File: src/rtl/shift_register.sv
// -----------------------------------------------------------------------------
// shift_register
//
// Parameterised serial-in / parallel-out shift register with a serial output,
// a shift enable, a shift direction and a synchronous parallel load. It serves
// as a generic serialiser/deserialiser stage in datapath blocks.
//
// Ports
//   clk        system clock; all state changes on the rising edge
//   rst_n      synchronous active-low reset; clears q (and match)
//   in         serial data input
//   en         shift enable: 1 = shift this cycle, 0 = hold
//   dir        0: in enters q[0] and moves toward q[WIDTH-1]
//              1: in enters q[WIDTH-1] and moves toward q[0]
//   load       synchronous parallel load strobe (beats en)
//   load_data  parallel load value, indexed [0:WIDTH-1]
//   q          register contents, indexed [0:WIDTH-1]
//   sout       bit about to be shifted out: q[WIDTH-1] for dir=0, q[0] for dir=1
//
// Optional feature, macro SHIFT_REGISTER_MATCH_EN:
//   pattern    compare value, indexed [0:WIDTH-1]
//   match      registered; high in the same cycle that q shows pattern
//
// Edge priority: rst_n low, then load, then en, then hold.
// WIDTH must be at least 2.
// -----------------------------------------------------------------------------
module shift_register #(
   parameter int WIDTH = 4
) (
   input  logic             clk,
   input  logic             rst_n,
   input  logic             in,
   input  logic             en,
   input  logic             dir,
   input  logic             load,
   input  logic [0:WIDTH-1] load_data,
`ifdef SHIFT_REGISTER_MATCH_EN
   input  logic [0:WIDTH-1] pattern,
   output logic             match,
`endif
   output logic [0:WIDTH-1] q,
   output logic             sout
);

   logic [0:WIDTH-1] r_q;
   logic [0:WIDTH-1] w_q_next;

   // Value q takes on the next edge when reset is not asserted. The optional
   // match flag compares against this so it lines up with q itself.
   always_comb begin
      w_q_next = r_q;
      if (load) begin
         w_q_next = load_data;
      end else if (en) begin
         if (!dir) begin
            w_q_next = {in, r_q[0:WIDTH-2]};
         end else begin
            w_q_next = {r_q[1:WIDTH-1], in};
         end
      end
   end

   always_ff @(posedge clk) begin
      if (!rst_n) begin
         r_q <= '0;
      end else begin
         r_q <= w_q_next;
      end
   end

   assign q    = r_q;
   assign sout = dir ? r_q[0] : r_q[WIDTH-1];

`ifdef SHIFT_REGISTER_MATCH_EN
   logic r_match;

   always_ff @(posedge clk) begin
      if (!rst_n) begin
         r_match <= 1'b0;
      end else begin
         r_match <= (w_q_next == pattern);
      end
   end

   assign match = r_match;
`endif

endmodule

File: config.mk
export PLATFORM = sky130hd
export DESIGN_NAME = shift_register
export DESIGN_NICKNAME = d
export VERILOG_FILES = /design/src/rtl/shift_register.sv
export SDC_FILE = /design/constraint.sdc
export NUM_CORES = 1
export LEC_CHECK = 0
export BUFFER_PORTS_ARGS = -buffer_cell sky130_fd_sc_hd__buf_2
export CAP_MARGIN = 20
export CORE_AREA = 10 10 47 49
export CTS_CLUSTER_SIZE = 16
export DETAILED_ROUTE_END_ITERATION = 8
export DIE_AREA = 0 0 57 59
export SYNTH_ARGS = -nofsm -noshare
export SYNTH_HDL_FRONTEND = slang
export SYNTH_SLANG_ARGS = --single-unit
File: constraint.sdc
create_clock -name clk -period 1 [get_ports clk]
set_input_delay 0.2 -clock clk [delete_from_list [all_inputs] [get_ports clk]]
set_output_delay 0.2 -clock clk [all_outputs]
set_load 0.1 [all_outputs]
==> results of run 1 <==
[per-stage QoR]
stage                     TNS, ns  setup slack, ns  instance area [um2]
final                      -0.427           -0.204                  520
after global routing       -0.563           -0.229                  520
after global placement          0           0.0169                  450
after detailed placement        0          0.00989                  450
after CTS                  -0.355           -0.222                  484
after floorplan            -0.133           -0.133                  268
[critical path, cell delays in order, from the launching register on]
cell and delay [ns]:
dfxtp_4 0.33, mux2_4 0.28, buf_12 0.17
[final cells by class]
class / instances / area share
multi-input cells: 19 / 0.349
well taps: 16 / 0.0385
flip-flops and latches: 4 / 0.183
clock buffers: 3 / 0.0433
repair buffers: 20 / 0.387
[power breakdown]
part	leakage, uW	internal, uW	switching [uW]
Combinational	0.000185	123	162
Clock	0.0000138	134	58.7
Sequential	0.0000357	169	11.6
[worst max-delay path by stage]
stage	startpoint	end	slack, ns	depth (start not counted)
CTS	q[3]	sout	-0.22	2
finish	q[3]	sout	-0.20	2
global placement	dir	sout	0.02	3
detailed placement	dir	sout	0.01	3
floorplan	q[3]	sout	-0.13	1
global route	q[3]	sout	-0.23	2
[kinds of logic after synthesis]
kind of cell           after synthesis  share of synthesized area
buffers and inverters                1                     0.0201
AOI/OAI and AO/OA                    4                      0.166
and+or+nand+nor                     10                      0.286
DFF                                  4                      0.322
muxes                                5                      0.206
[per-layer routing]
metal	vias to the layer above	part of all wire
met1	124	0.39
met4	0	0
met2	11	0.52
met3	0	0.080
met5	-	0
li1	140	-
[repair_timing]
item	in CTS	in global routing
setup endpoints to repair	3	3
gates resized for setup	1	4
setup buffers	1	2
[placed cells by master (no fill, tap or decap), types with 2 or more instances in the layout]
cell,count
o221ai_1,2
buf_2,9
clkbuf_4,3
nand2b_1,4
o221ai_2,2
mux2i_1,4
dfxtp_4,4
buf_4,3
nand3_1,4
buf_12,5
buf_6,3
==> out/qor.json, run 1 <==
{
  "timing": {
    "setup_repair_after_global_routing_missed_its_margin": "true",
    "layout_setup_ws_ns": -0.204,
    "finalHoldWorstSlack_ns": 0.203,
    "fin_skew_ns": 0.00172,
    "max_slew.worst_pin.slew_ns": 0.173,
    "fin_crit_ns": 1.20,
    "final_max_slew_viol_count": 0,
    "relSlewSlack": 0.882,
    "timing.final.crit_share": 1.20,
    "setup_viol": 4,
    "finalHoldViolCount": 0,
    "fmaxAchievable_mhz": 830
  },
  "worst_setup_path": {
    "cp-start-kind": "flip-flop",
    "source_of_the_worst_register_to_register_timing_path": "q[3]",
    "cp_max_fo": 2,
    "ff2ff_path_depth": 5,
    "rrSetupSlack_ns": -0.04,
    "reg_to_reg_endpoint": "q[2]",
    "critical_path_required_ns": 0.80,
    "crit_arrival_ns": 1.00,
    "critical_path_end_type": "primary output",
    "worst-setup-path-type": "flip-flop to primary output"
  },
  "layout": {
    "multiInputGateArea_um2": 181,
    "finish.utilization": 0.371,
    "finish.cell_count_without_fillers": 62,
    "final_layout_net_count": 58,
    "sequential_cell_area_um2": 95.1,
    "final.fill_count": 148,
    "area_growth_pct": 109,
    "largest_reg_flops": 4,
    "antenna_cells_inserted": 0,
    "layout-drive-gt1-share": 0.696
  },
  "route": {
    "dr.first_iter.drc_count": 1,
    "routed_wl_um": 785,
    "post_drt_wl_per_cell_um": 12.7,
    "detail_route.vias_per_cell": 4.44,
    "vias": 275,
    "ant_nets": 0,
    "drc_errors": 0,
    "detailedRoute.firstPassIterationCount": 4
  },
  "synthesis": {
    "synth_async_sr_flop_share": 0,
    "synth-seq-area-share": 0.322,
    "post_synth_inst_count": 24,
    "total_number_of_yosys_warnings": 0,
    "yosysTopAreaCell": "dfxtp_1",
    "synth-main-ff-cell": "dfxtp_1",
    "syn_nets": 34,
    "ys_top_cells_by_count": "5 x nand2b_1, 4 x dfxtp_1, 4 x mux2i_1, 4 x nand3_1, 3 x o221ai_1",
    "mappedNetlistArea_um2": 249,
    "postSynthRegisterBits": 4,
    "netlist_top_cells_area": "dfxtp_1 32%, mux2i_1 16%, nand2b_1 13%",
    "yosysUniqueCellTypes": 9,
    "yosysTopAreaCellShare": 0.322,
    "synthesis.area_per_instance_um2": 10.4,
    "synth-edff-count": 0,
    "yosysMostFrequentCell": "nand2b_1"
  },
  "power_and_ir_drop": {
    "vdd.ir_drop.worst_v": 0.000439,
    "power_per_cell_area_nw_per_um2": 1260,
    "power.total_uw": 658,
    "cellLeakagePower_uw": 0.000235
  },
  "die": {
    "dieArea_um2": 3360,
    "placement_rows": 14,
    "core_area_um2": 1400,
    "ioPinCount": 15,
    "initial_core_util": 0.178,
    "die_h_um": 59,
    "die_x_um": 57
  },
  "clock_network": {
    "cts_made_buffers": 3,
    "clkSlewWorstSetupHoldPaths_ns": 0.03,
    "root_buffer": "clkbuf_4",
    "clock_sinks": 4,
    "tritoncts_clock_tree": "yes",
    "cts-hold-fix-buffers": 0,
    "cts_htree_levels": 1,
    "clk-insertion-delay-late_ns": 0.23,
    "maximum_root_to_sink_buffer_count": 2
  },
  "global_routing": {
    "grtUsageTotal": 0.0517,
    "grt_max_degree": 10,
    "gr-max-usage-layer": "met2",
    "globalRoute.totalOverflow": 0,
    "first_global_vias": 295,
    "groute.layer.met2.usage": 0.0713,
    "antenna_violations_before_repair": 0,
    "grt_use_met3": 0.0258,
    "grt.met1_usage": 0.0483,
    "global_route_wire_length_before_repair_um": 1300
  },
  "placed_design": {
    "dpl.hpwl_um": 634,
    "final_gp_congestion": 0.760,
    "placed_cells": 56,
    "numPortBuffers": 14
  },
  "min_path": {
    "type_of_the_tightest_min_delay_check": "input port to flip-flop",
    "hp-start": "load_data[2]",
    "holdPathEnd": "q[2]",
    "whs_path_depth": 3
  },
  "outcome": {
    "violations": "setup timing",
    "status": "finished, violations left"
  },
  "flow_run": {
    "drv_cap": 0
  }
}
Power figures use the tool's default switching activity.
==> inputs of run 2 (changes only) <==
- RECOVER_POWER: unset -> 25
==> run 2 against run 1 <==
Net effect: die area unchanged; the flow still finishes with violations (setup timing); routed wire length increased by 0.64%; highest routed layer unchanged; clock-buffer cell count is the same; worst setup slack about the same; final cell count unchanged; first-iteration DRC count unchanged.
==> out/qor.json, run 2 (synthesis results as in run 1) <==
{
  "route": {
    "post_drt_wl_per_cell_um": 12.7,
    "routed_wl_um": 790,
    "dr.first_iter.drc_count": 1,
    "detailedRoute.firstPassIterationCount": 4,
    "drc_errors": 0,
    "detail_route.vias_per_cell": 4.40,
    "ant_nets": 0,
    "vias": 273
  },
  "clock_network": {
    "maximum_root_to_sink_buffer_count": 2,
    "clk-insertion-delay-late_ns": 0.23,
    "root_buffer": "clkbuf_4",
    "cts-hold-fix-buffers": 0,
    "clkSlewWorstSetupHoldPaths_ns": 0.03,
    "tritoncts_clock_tree": "yes",
    "clock_sinks": 4,
    "cts_made_buffers": 3,
    "cts_htree_levels": 1
  },
  "global_routing": {
    "global_route_wire_length_before_repair_um": 1300,
    "globalRoute.totalOverflow": 0,
    "grt_max_degree": 10,
    "antenna_violations_before_repair": 0,
    "grtUsageTotal": 0.0517,
    "first_global_vias": 295
  },
  "worst_setup_path": {
    "critPathBufInv": 1,
    "cp_top_delay_family": "flip-flops",
    "crit_path_top_delay_cell": "dfxtp_4",
    "critical_path_required_ns": 0.80,
    "crit_path_cell_trace": "mux2_4 > buf_12",
    "crit_arrival_ns": 1.00,
    "rrSetupSlack_ns": -0.04,
    "cp_max_fo": 2,
    "total_number_of_cells_along_the_worst_setup_path": 2,
    "cp-start-kind": "flip-flop",
    "critical_path_end_type": "primary output",
    "crit_path_max_incr_delay_ns": 0.33,
    "source_of_the_worst_register_to_register_timing_path": "q[3]",
    "worst-setup-path-type": "flip-flop to primary output",
    "ff2ff_path_depth": 5,
    "reg_to_reg_endpoint": "q[2]"
  },
  "min_path": {
    "whs_path_depth": 3,
    "hp-start": "load_data[2]",
    "holdPathEnd": "q[2]",
    "type_of_the_tightest_min_delay_check": "input port to flip-flop"
  },
  "timing": {
    "setup_viol": 4,
    "layout_setup_ws_ns": -0.204,
    "relSlewSlack": 0.894,
    "setup_repair_after_global_routing_missed_its_margin": "true",
    "fmaxAchievable_mhz": 830,
    "fin_skew_ns": 0.00175,
    "timing.final.crit_share": 1.20,
    "max_slew.worst_pin.slew_ns": 0.155,
    "final_max_slew_viol_count": 0,
    "finalHoldWorstSlack_ns": 0.203,
    "finalHoldViolCount": 0,
    "fin_crit_ns": 1.20
  },
  "die": {
    "placement_rows": 14,
    "initial_core_util": 0.178,
    "die_x_um": 57,
    "dieArea_um2": 3360,
    "core_area_um2": 1400,
    "ioPinCount": 15,
    "die_h_um": 59
  },
  "placed_design": {
    "dpl.hpwl_um": 634,
    "final_gp_congestion": 0.760,
    "numPortBuffers": 14
  },
  "power_and_ir_drop": {
    "cellLeakagePower_uw": 0.000234,
    "vdd.ir_drop.worst_v": 0.000438,
    "power_per_cell_area_nw_per_um2": 1270
  },
  "outcome": {
    "violations": "setup timing",
    "status": "finished, violations left"
  },
  "layout": {
    "finish.utilization": 0.367,
    "largest_reg_flops": 4,
    "mostFrequentLayoutCells": "9 x buf_2, 5 x buf_12",
    "final_layout_net_count": 58,
    "layout-drive-gt1-share": 0.674,
    "area_growth_pct": 107,
    "antenna_cells_inserted": 0,
    "mostFrequentLayoutCell": "buf_2"
  },
  "flow_run": {
    "drv_cap": 0
  }
}
[run 2: cell counts in the layout (fill, tap and decap cells not counted)]
Identical to the previous run, type by type.
[run 2: layer usage]
layer,up-vias,GRT usage,share of wire
li1,139,-,-
met1,123,0.0483,0.40
met2,11,0.0713,0.52
met3,0,0.0258,0.080
met4,0,0.0705,0
met5,-,0,0
[run 2: worst register-to-register path, delay by kind of cell (launching register included)]
kind            cells  cell delay, ns
flops               1            0.33
buf+inv             3            0.35
mux                 1            0.12
compound gates      1            0.11
[run 2: worst max-delay path by stage]
stage          start    to  slack (ns)
6_report        q[3]  sout       -0.20
5_1_grt         q[3]  sout       -0.23
4_1_cts         q[3]  sout       -0.22
3_5_place_dp     dir  sout        0.01
3_3_place_gp     dir  sout        0.02
2_1_floorplan   q[3]  sout       -0.13
[run 2: cell type report]
cell class | instances | area (um2)
flip-flops and latches | 4 | 95.1
fillers | 148 | 887
well taps | 16 | 20.0
repair buffers | 20 | 201
multi-input cells | 19 | 175
clock buffers | 3 | 22.5
[run 2: power by group]
| group | internal [uW] | leakage, uW | switching, uW |
|---|---|---|---|
| clock network | 134 | 0.0000138 | 58.7 |
| logic | 122 | 0.000184 | 160 |
| registers | 169 | 0.0000357 | 11.6 |
| total | 425 | 0.000234 | 230 |
[run 2: per-stage QoR]
stage	instance area [um2]	power (uW)	setup TNS, ns	instances	worst slack (ns)
2_1_floorplan	268	334	-0.133	24	-0.133
4_1_cts	484	657	-0.355	60	-0.222
3_5_place_dp	450	444	0	56	0.00989
5_1_grt	514	692	-0.563	62	-0.229
6_report	514	656	-0.426	62	-0.204
3_3_place_gp	450	442	0	56	0.0169
[run 2: what timing repair did]
item	in CTS	in global routing
resized for setup	1	4
endpoints found under the setup margin	3	3
buffers inserted	1	2
==> inputs of run 3 (changes only) <==
- SKIP_LAST_GASP: unset -> 1
==> run 3 against run 2 <==
Net effect: the run still ends with setup timing left; non-clock buffer count did not move; worst setup slack got worse by 0.0083 ns; core utilization fell by 1.3 points; flip-flop and latch count did not move; final area fell by 3.4%; sequential share of layout area rose by 0.65 points; critical path depth did not move; clock power rose by 6%; critical path type unchanged; final cell count did not move; critical endpoint unchanged.
==> out/qor.json, run 3 (synthesis results as in run 1) <==
{
  "outcome": {
    "status": "finished, violations left",
    "violations": "setup timing"
  },
  "die": {
    "dieArea_um2": 3360,
    "core_area_um2": 1400,
    "die_h_um": 59,
    "die_x_um": 57,
    "placement_rows": 14,
    "initial_core_util": 0.178,
    "ioPinCount": 15
  },
  "worst_setup_path": {
    "critical_path_end_type": "primary output",
    "critical_path_required_ns": 0.80,
    "worst-setup-path-type": "flip-flop to primary output",
    "cp-start-kind": "flip-flop",
    "reg_to_reg_endpoint": "q[2]",
    "ff2ff_path_depth": 5,
    "cp_max_fo": 2,
    "rrSetupSlack_ns": -0.05,
    "source_of_the_worst_register_to_register_timing_path": "q[3]",
    "crit_arrival_ns": 1.01
  },
  "power_and_ir_drop": {
    "power.switching_uw": 236,
    "clockPowerShare": 0.309,
    "pwr-share-seq": 0.275,
    "power.total_uw": 657,
    "vdd.ir_drop.worst_v": 0.000456,
    "power.combinational.fraction": 0.416,
    "power_report.internal_total_uw": 421,
    "netSwitchingFraction": 0.360,
    "cellLeakagePower_uw": 0.000226,
    "power_per_cell_area_nw_per_um2": 1320
  },
  "timing": {
    "fin_skew_ns": 0.00288,
    "setup_repair_after_global_routing_missed_its_margin": "true",
    "relSlewSlack": 0.910,
    "max_slew.worst_pin.slew_ns": 0.132,
    "timing.final.crit_share": 1.21,
    "finalHoldViolCount": 0,
    "final_max_slew_viol_count": 0,
    "fin_crit_ns": 1.21,
    "layout_setup_ws_ns": -0.213,
    "setup_total_negative_slack_ns": -0.466,
    "finalHoldWorstSlack_ns": 0.193,
    "setup_viol": 5,
    "fmaxAchievable_mhz": 825
  },
  "clock_network": {
    "tritoncts_clock_tree": "yes",
    "cts_made_buffers": 3,
    "clock_sinks": 4,
    "cts_htree_levels": 1,
    "root_buffer": "clkbuf_4",
    "clk-insertion-delay-late_ns": 0.24,
    "clkSlewWorstSetupHoldPaths_ns": 0.04,
    "maximum_root_to_sink_buffer_count": 2
  },
  "min_path": {
    "whs_path_depth": 3,
    "hp-start": "load_data[2]",
    "holdPathEnd": "q[2]",
    "type_of_the_tightest_min_delay_check": "input port to flip-flop"
  },
  "route": {
    "post_drt_wl_per_cell_um": 13.0,
    "routed_wl_um": 808,
    "vias": 274,
    "drc_errors": 0,
    "detailedRoute.firstPassIterationCount": 4,
    "dr.first_iter.drc_count": 1,
    "detail_route.vias_per_cell": 4.42,
    "ant_nets": 0
  },
  "layout": {
    "mostFrequentLayoutCells": "9 x buf_2, 5 x nand2b_1, 5 x buf_12",
    "layout-drive-gt1-share": 0.630,
    "area_growth_pct": 99.5,
    "largest_reg_flops": 4,
    "antenna_cells_inserted": 0,
    "mostFrequentLayoutCell": "buf_2",
    "final_layout_net_count": 58
  },
  "global_routing": {
    "grt_max_degree": 10,
    "grtUsageTotal": 0.0517,
    "antenna_violations_before_repair": 0,
    "globalRoute.totalOverflow": 0,
    "global_route_wire_length_before_repair_um": 1300,
    "first_global_vias": 295
  },
  "flow_run": {
    "drv_cap": 0
  },
  "placed_design": {
    "numPortBuffers": 14,
    "preCtsSetupSlack_ns": 0.00989,
    "final_gp_congestion": 0.760,
    "dpl.hpwl_um": 634
  }
}
[run 3: changes by cell type in the layout (fill, tap and decap cells not counted)]
| cell | delta |
|---|---|
| buf_6 | -1 |
| o221ai_1 | +1 |
| nand2b_4 | -1 |
| o221ai_2 | -1 |
| nand2b_1 | +1 |
| buf_4 | +1 |
[run 3: through the flow]
step	area, um2	utilization	std cells
2_1_floorplan	268	-	24
3_3_place_gp	450	0.321	56
3_5_place_dp	450	0.321	56
4_1_cts	484	0.346	60
5_1_grt	497	0.354	62
6_report	497	0.354	62
[run 3: worst max-delay path: stages (launching register included)]
cell and delay, ns:
dfxtp_4 0.33, mux2_4 0.28, buf_12 0.17
[run 3: area by class of cell]
cell class              instances  area, um2
clock buffers                   3       22.5
fillers                       150        905
multi-input cells              19        161
flip-flops and latches          4       95.1
well taps                      16       20.0
repair buffers                 20        198
[run 3: metal layers]
metal  global-route usage  wire length (um)  vias up  part of all wire
li1                     -                 -      138                 -
met3               0.0258                72        3             0.089
met4               0.0705                21        0             0.026
met2               0.0713               386       14              0.48
met5                    0                 0        -                 0
met1               0.0483               327      119              0.40
[run 3: worst max-delay path by stage]
stage | startpoint | end | slack, ns
after global routing | q[3] | sout | -0.23
after floorplan | q[3] | sout | -0.13
after CTS | q[3] | sout | -0.22
final | q[3] | sout | -0.21
after global placement | dir | sout | 0.02
after detailed placement | dir | sout | 0.01
[run 3: power groups by stage]
| stage | Clock (uW) | Combinational [uW] | Sequential (uW) |
|---|---|---|---|
| finish | 203 | 273 | 181 |
| global route | 215 | 284 | 184 |
| CTS | 207 | 268 | 181 |
| detailed placement | 0 | 261 | 183 |
| global placement | 0 | 260 | 182 |
| floorplan | 0 | 72.5 | 261 |
[run 3: what timing repair did]
action | CTS | global route
resized for setup | 1 | 1
pin swaps | 0 | 0
setup endpoints to repair | 3 | 3
hold buffers | 0 | 0
setup buffers | 1 | 2
hold endpoints to repair | 0 | 0
